$ cat src/rtl/mult_div_unit.sv
// rtl/mult_div_unit.sv - multicycle MULT/MULTU/DIV/DIVU/MTHI/MTLO unit with HI/LO registers
module mult_div_unit #(
    parameter int DATA_WIDTH = 32,
    parameter int OP_WIDTH   = 3
) (
    input  logic                  clk,
    input  logic                  rst_n,
    input  logic                  start_i,
    input  logic [OP_WIDTH-1:0]   op_i,
    input  logic [DATA_WIDTH-1:0] a_i,
    input  logic [DATA_WIDTH-1:0] b_i,
    output logic                  busy_o,
    output logic                  done_o,
    output logic [DATA_WIDTH-1:0] hi_o,
    output logic [DATA_WIDTH-1:0] lo_o,
    output logic                  div_by_zero_o
);

    localparam int W  = DATA_WIDTH;
    localparam int CW = $clog2(W);

    localparam logic [OP_WIDTH-1:0] OP_MULTU = OP_WIDTH'(0);
    localparam logic [OP_WIDTH-1:0] OP_MULT  = OP_WIDTH'(1);
    localparam logic [OP_WIDTH-1:0] OP_DIVU  = OP_WIDTH'(2);
    localparam logic [OP_WIDTH-1:0] OP_DIV   = OP_WIDTH'(3);
    localparam logic [OP_WIDTH-1:0] OP_MTHI  = OP_WIDTH'(4);
    localparam logic [OP_WIDTH-1:0] OP_MTLO  = OP_WIDTH'(5);

    typedef enum logic [1:0] {
        S_IDLE = 2'd0,
        S_CALC = 2'd1,
        S_FIX  = 2'd2
    } state_t;

    state_t            r_state;
    state_t            w_next;

    logic [CW-1:0]     r_cnt;
    logic [W:0]        r_hi_acc;    // product upper half / partial remainder
    logic [W-1:0]      r_lo_acc;    // multiplier bits / dividend shifting into quotient
    logic [W-1:0]      r_opnd;      // multiplicand or divisor magnitude
    logic [W-1:0]      r_a_raw;     // original dividend, returned in HI on divide by zero
    logic              r_is_div;
    logic              r_b_zero;
    logic              r_neg_q;     // quotient / product must be negated
    logic              r_neg_r;     // remainder must be negated
    logic [W-1:0]      r_hi;
    logic [W-1:0]      r_lo;
    logic              r_done;
    logic              r_dbz;

    logic              w_is_iter;
    logic              w_signed;
    logic [W-1:0]      w_a_abs;
    logic [W-1:0]      w_b_abs;
    logic [W:0]        w_sum;
    logic [W:0]        w_shift;
    logic [W:0]        w_trial;
    logic [2*W-1:0]    w_prod;
    logic [2*W-1:0]    w_prod_fix;
    logic [W-1:0]      w_quot_fix;
    logic [W-1:0]      w_rem_fix;

    assign w_is_iter = (op_i == OP_MULTU) || (op_i == OP_MULT) ||
                       (op_i == OP_DIVU)  || (op_i == OP_DIV);
    assign w_signed  = (op_i == OP_MULT) || (op_i == OP_DIV);
    assign w_a_abs   = (w_signed && a_i[W-1]) ? (~a_i + 1'b1) : a_i;
    assign w_b_abs   = (w_signed && b_i[W-1]) ? (~b_i + 1'b1) : b_i;

    // One shift-add step: conditionally add the multiplicand into the upper half
    assign w_sum      = r_hi_acc + (r_lo_acc[0] ? {1'b0, r_opnd} : {(W+1){1'b0}});

    // One restoring-division step: shift in next dividend bit, try subtracting the divisor
    assign w_shift    = {r_hi_acc[W-1:0], r_lo_acc[W-1]};
    assign w_trial    = w_shift - {1'b0, r_opnd};

    // Sign correction applied in FIX; most-negative / -1 falls out naturally
    assign w_prod     = {r_hi_acc[W-1:0], r_lo_acc};
    assign w_prod_fix = r_neg_q ? (~w_prod + 1'b1) : w_prod;
    assign w_quot_fix = r_neg_q ? (~r_lo_acc + 1'b1) : r_lo_acc;
    assign w_rem_fix  = r_neg_r ? (~r_hi_acc[W-1:0] + 1'b1) : r_hi_acc[W-1:0];

    // State register
    always_ff @(posedge clk or negedge rst_n) begin
        if (!rst_n) begin
            r_state <= S_IDLE;
        end else begin
            r_state <= w_next;
        end
    end

    // Next-state: only iterative ops leave IDLE; CALC runs for exactly W bits
    always_comb begin
        w_next = r_state;
        case (r_state)
            S_IDLE:  if (start_i && w_is_iter) w_next = S_CALC;
            S_CALC:  if (r_cnt == CW'(W-1)) w_next = S_FIX;
            S_FIX:   w_next = S_IDLE;
            default: w_next = S_IDLE;
        endcase
    end

    // Outputs derived from state and result registers
    always_comb begin
        busy_o        = (r_state != S_IDLE);
        done_o        = r_done;
        hi_o          = r_hi;
        lo_o          = r_lo;
        div_by_zero_o = r_dbz;
    end

    // Datapath: operand capture, per-bit iteration, result write-back
    always_ff @(posedge clk or negedge rst_n) begin
        if (!rst_n) begin
            r_cnt    <= '0;
            r_hi_acc <= '0;
            r_lo_acc <= '0;
            r_opnd   <= '0;
            r_a_raw  <= '0;
            r_is_div <= 1'b0;
            r_b_zero <= 1'b0;
            r_neg_q  <= 1'b0;
            r_neg_r  <= 1'b0;
            r_hi     <= '0;
            r_lo     <= '0;
            r_done   <= 1'b0;
            r_dbz    <= 1'b0;
        end else begin
            r_done <= 1'b0;
            case (r_state)
                S_IDLE: begin
                    if (start_i) begin
                        if (w_is_iter) begin
                            r_is_div <= op_i[1];
                            r_neg_q  <= w_signed && (a_i[W-1] ^ b_i[W-1]);
                            r_neg_r  <= w_signed && a_i[W-1];
                            r_hi_acc <= '0;
                            r_lo_acc <= w_a_abs;
                            r_opnd   <= w_b_abs;
                            r_a_raw  <= a_i;
                            r_b_zero <= (b_i == '0);
                            r_cnt    <= '0;
                            r_dbz    <= 1'b0;
                        end else if (op_i == OP_MTHI) begin
                            r_hi   <= a_i;
                            r_done <= 1'b1;
                            r_dbz  <= 1'b0;
                        end else if (op_i == OP_MTLO) begin
                            r_lo   <= a_i;
                            r_done <= 1'b1;
                            r_dbz  <= 1'b0;
                        end
                    end
                end
                S_CALC: begin
                    r_cnt <= r_cnt + 1'b1;
                    if (r_is_div) begin
                        if (!w_trial[W]) begin
                            r_hi_acc <= w_trial;
                            r_lo_acc <= {r_lo_acc[W-2:0], 1'b1};
                        end else begin
                            r_hi_acc <= w_shift;
                            r_lo_acc <= {r_lo_acc[W-2:0], 1'b0};
                        end
                    end else begin
                        r_hi_acc <= {1'b0, w_sum[W:1]};
                        r_lo_acc <= {w_sum[0], r_lo_acc[W-1:1]};
                    end
                end
                S_FIX: begin
                    r_done <= 1'b1;
                    if (r_is_div && r_b_zero) begin
                        r_hi  <= r_a_raw;
                        r_lo  <= '1;
                        r_dbz <= 1'b1;
                    end else if (r_is_div) begin
                        r_hi <= w_rem_fix;
                        r_lo <= w_quot_fix;
                    end else begin
                        r_hi <= w_prod_fix[2*W-1:W];
                        r_lo <= w_prod_fix[W-1:0];
                    end
                end
                default: ;
            endcase
        end
    end

endmodule

$ cat config.mk
export PLATFORM = sky130hd
export DESIGN_NAME = mult_div_unit
export DESIGN_NICKNAME = d
export VERILOG_FILES = /design/src/rtl/mult_div_unit.sv
export SDC_FILE = /design/constraint.sdc
export NUM_CORES = 1
export LEC_CHECK = 0
export CORE_UTILIZATION = 60
export DETAILED_ROUTE_END_ITERATION = 10
export MAX_ROUTING_LAYER = met4
export PLACE_DENSITY_LB_ADDON = 0.12
export RECOVER_POWER = 100
export SLEW_MARGIN = 25
export SYNTH_ARGS = -nofsm -noshare
export SYNTH_HDL_FRONTEND = slang
export SYNTH_SLANG_ARGS = --single-unit
$ cat constraint.sdc
create_clock -name clk -period 10.4 [get_ports clk]
set_input_delay 2.6 -clock clk [delete_from_list [all_inputs] [get_ports clk]]
set_output_delay 2.6 -clock clk [all_outputs]
set_load 0.01 [all_outputs]
* Word-level counts from Yosys, hierarchy flattened
Cells that the tools add are included.
** Cells by class
- $add $sub $neg :: 8
- Equality and inequality tests :: 18
- Multiplexer cells :: 46
- Bitwise logic cells :: 6
- Reduce and logical (&&, ||, !) cells :: 21
** Operators with widths (number)
- $mux 32 :: 19
- $pmux 32 s2 :: 3
- $mux 33 :: 4
- $add 32x1->32 const B :: 4
- $not 32->32 :: 4
- $pmux 33 s2 :: 1
- $add 64x1->64 const B :: 1
- $mux 64 :: 1
- $not 64->64 :: 1
- $add 33x32->33 :: 1
- $sub 33x32->33 :: 1
- $logic_not 32->1 :: 1
- $ne 2x2->1 const B :: 9
- $mux 1 :: 10
- $mux 5 :: 2
- $pmux 5 s2 :: 1
- $reduce_and 4->1 :: 2
- $eq 3x2->1 const B :: 2
- $eq 3x3->1 const B :: 2
- $reduce_and 3->1 :: 2
- $reduce_bool 2->1 :: 3
- $add 5x1->5 const B :: 1
- $eq 5x5->1 const B :: 1
- $logic_and 1x1->1 :: 5
- other kinds (13) :: 18
** Storage, ports and cells
- Flip-flop bits (word level) :: 206
- Bits of input ports :: 70
- Output and inout port bits :: 67
- Word-level logic and storage cells :: 113

* Logic depth before layout (Yosys ltp)
- Word-level depth :: 7
- Depth in mapped cells :: 20
- Depth with buffers taken out :: 18

* Least setup slack after synthesis
Ideal clock, no wire load.
- Path kind :: input port to flip-flop
- Start :: in a_i[6]
- End :: reg r_lo_acc[26]
- Library setup time :: 0.136 ns
- Data arrival time :: 4.953 ns
- Data required time :: 10.264 ns
- Setup slack :: 5.310 ns
- Stages :: 10
- Buffers on the path :: 1
- Cell sequence :: clkbuf_1 > or4_1 > nor4_1 > nor4bb_1 > nand3_1 > nand2_1 > xor2_1 > nor2_1 > a211oi_1 > a21oi_1
** On the way
- Word-level cells in the longest chain between the ends :: 6
** RTL lines
- from (decl) :: RTL line 10 : input logic [DATA_WIDTH-1:0] a_i,
- $not 32->32 :: RTL line 67 : assign w_a_abs = (w_signed && a_i[W-1]) ? (~a_i + 1'b1) : a_i;
- $add 32x1->32 :: RTL line 67
- $mux 32 :: RTL line 67
- $mux 32 :: RTL line 133 : if (w_is_iter) begin
- $mux 32 :: RTL line 132 : if (start_i) begin
- $pmux 32 s2 :: RTL line 130 : case (r_state)
- to (signal assigned) :: RTL line 138 : r_lo_acc <= w_a_abs;
- to (signal assigned) :: RTL line 160 : r_lo_acc <= {r_lo_acc[W-2:0], 1'b1};
- to (signal assigned) :: RTL line 163 : r_lo_acc <= {r_lo_acc[W-2:0], 1'b0};
- to (decl) :: RTL line 40 : logic [W-1:0] r_lo_acc;
No other way between the ends. The select of a mux whose other input is x is not followed.
A chain may end at the register's enable or synchronous reset.

* Final worst setup path
- Start :: in start_i
- End :: reg r_lo_acc[1]
** On the way
- Word-level cells in the longest chain between the ends :: 2
** RTL lines
- from (decl) :: RTL line 8 : input logic start_i,
- $ne 2x2->1 (no source line)
- $reduce_and 3->1 (no source line)
No other way between the ends.

==> qor.csv <==
metric;value;unit
ctsLongestPathBuffers;3;
timing.final.crit_period;7.61;ns
ios;137;
drc_errors;0;
p_int;3.43;mW
max_freq;131;MHz
syn_to_final_growth;13.8;%
vias;15400;
n_fill_cell;2144;
post-route-period-util;0.732;
drv_cap;7;
final_max_slew_viol_count;349;
final_common_cell;nand2_1;
layout_common_cells;nand2_1 (294), dfrtp_1 (205), o21ai_0 (196);
total_power;6.59;mW
drt-total-wl;48900;µm
slew_headroom;-1.42;
async_flop_share;1.00;
rsz0062_at_grt;no;
grt_overflow;0;
multi_input_area;9950;µm²
final_cell_count_no_fill;2389;
violations;capacitance limit, slew limit;
wl_per_cell;20.5;µm
ir_drop;223;µV
yosysSeqAreaShare;0.324;
avgSynthCellArea;8.00;µm²
postCtsSetupBuffers;0;
io_buffers;136;
clock_latency;0.53;ns
clock-sinks;206;
cp.required;10.77;ns
ys_ff_latch;206;
die_w;165;µm
hold_viol_final;0;
finalSetupViolations;0;
comb_power_share;0.605;
hp-class;reg2reg;
seq_power_share;0.259;
antenna_found_initial;0;
rows;59;
placed_cells;2345;
cts_buffers;25;
grt_usage;0.371;
drive_gt1_frac;0.0370;
initial_core_util;0.611;
fin_tns_setup;0;ns
die-area;27200;µm²
arrival;7.98;ns
drtPass1Iterations;8;
cts-resized-gates;0;
crit_type;in2reg;
syn_inst;1989;
cts_hold_buf;0;
grt_pass1_wl;77000;µm
cts_root_buffer;clkbuf_16;
powerDensity;364;nW/µm²
synth_flop_cell;dfrtp_1;
diodes;0;
syn_area;15900;µm²
grt_max_degree;86;
die_y;165;µm
htree_levels;1;
yosys_warnings;0;
endpoint_kind;flip-flop;
cp-start-kind;input pin;
viasPerCell;6.46;
power_leakage;7.61;nW
critPathMaxFanout;80;
dr.first_iter.drc_count;1502;
hpwl;35700;µm
clkSlewWorstSetupHoldPaths;0.06;ns
status;finished with violations;
synth_cell_types;78;
core;26100;µm²
gp_congestion;0.957;
cts_tree;done;
p_sw;3.16;mW
seq_area;5160;µm²
skew;0.0150;ns
switching_share;0.479;
tightest_slew;3.64;ns
ant_nets;0;
synth_edf_count;0;
syn_nets;2133;
fin_nets;2181;
grt_pass1_vias;14700;
p_clk_frac;0.136;
==> metrics by stage <==
stage	hold slack, ns	area, µm²	setup slack (ns)	util
final	0.468	18100	2.79	0.695
after global routing	0.486	18100	2.40	0.695
after CTS	0.479	18200	4.69	0.697
after detailed placement	0.459	17300	4.17	0.664
after global placement	0.453	17300	4.19	0.664
after floorplan	0.439	15900	5.31	-
==> state kept, by name, summed over array words and instances, names as in the netlist, 2 cells and up <==
name,cells
lo_o,32
r_state,2
hi_o,32
r_hi_acc,33
r_opnd,32
r_a_raw,32
r_cnt,5
r_lo_acc,32
==> kinds of logic after synthesis <==
logic type | synth area share
compound gates | 0.237
xor+xnor | 0.0925
fa+ha+maj | 0.0591
buf+inv | 0.0513
flops | 0.324
mux | 0.0360
simple gates | 0.200
==> area by class of cell <==
cell class / count / area share
multi-input combinational: 1580 / 0.550
sequential: 206 / 0.285
timing repair buffer: 154 / 0.0809
clock buffer: 30 / 0.0378
tap: 335 / 0.0232
inverter: 70 / 0.0145
clock inverter: 14 / 0.00892
==> metal layers <==
layer	routed length, µm	part of all wire	GRT usage	vias to the layer above
li1	-	-	-	7295
met1	20400	0.42	0.464	7303
met2	23100	0.47	0.611	710
met3	3650	0.075	0.0475	130
met4	1840	0.038	0.143	0
met5	0	0	-	-
==> final timing paths <==
kind / to / startpoint / slack (ns) / depth (start not counted)
max: r_lo_acc[1] / start_i / 2.79 / 7
min: lo_o[16] / lo_o[16] / 0.47 / 1
max reg2reg: r_hi_acc[9] / r_lo_acc[31] / 4.16 / 18
min reg2reg: lo_o[16] / lo_o[16] / 0.47 / 1
max in group asynchronous: r_is_div / rst_n / 4.52 / 1
min in group asynchronous: lo_o[5] / rst_n / 3.31 / 1
==> critical path, stage by stage <==
cell and delay, ns:
dlygate4sd3_1 0.56, nand2b_1 0.10, nor3_1 1.20, clkbuf_1 2.61, o211ai_1 0.36, o211ai_1 0.29
o21ai_0 0.16
==> Yosys cell counts, types with 21 or more instances <==
cell,instances,share of area
xor2_1,79,0.043
mux2i_1,55,0.035
dfrtp_1,206,0.32
clkbuf_1,109,0.026
o211ai_1,35,0.017
a31oi_1,23,0.0090
nor3_1,43,0.014
or3_1,25,0.0098
a21oi_1,134,0.042
nor2_1,149,0.035
nand3_1,38,0.012
a211oi_1,21,0.0099
a21o_1,32,0.015
xnor2_1,89,0.049
a32oi_1,22,0.012
inv_1,70,0.017
nand2_1,294,0.069
ha_1,72,0.057
o21ai_0,196,0.062
==> power groups by stage <==
stage                     sequential [mW]  clock, mW  combinational (mW)
after detailed placement             1.70          0                3.96
after global placement               1.69          0                3.90
after CTS                            1.69      0.904                3.99
after global routing                 1.76      0.934                4.40
final                                1.71      0.899                3.99
after floorplan                      1.54          0                2.92
(Power assumes the default switching activity.)
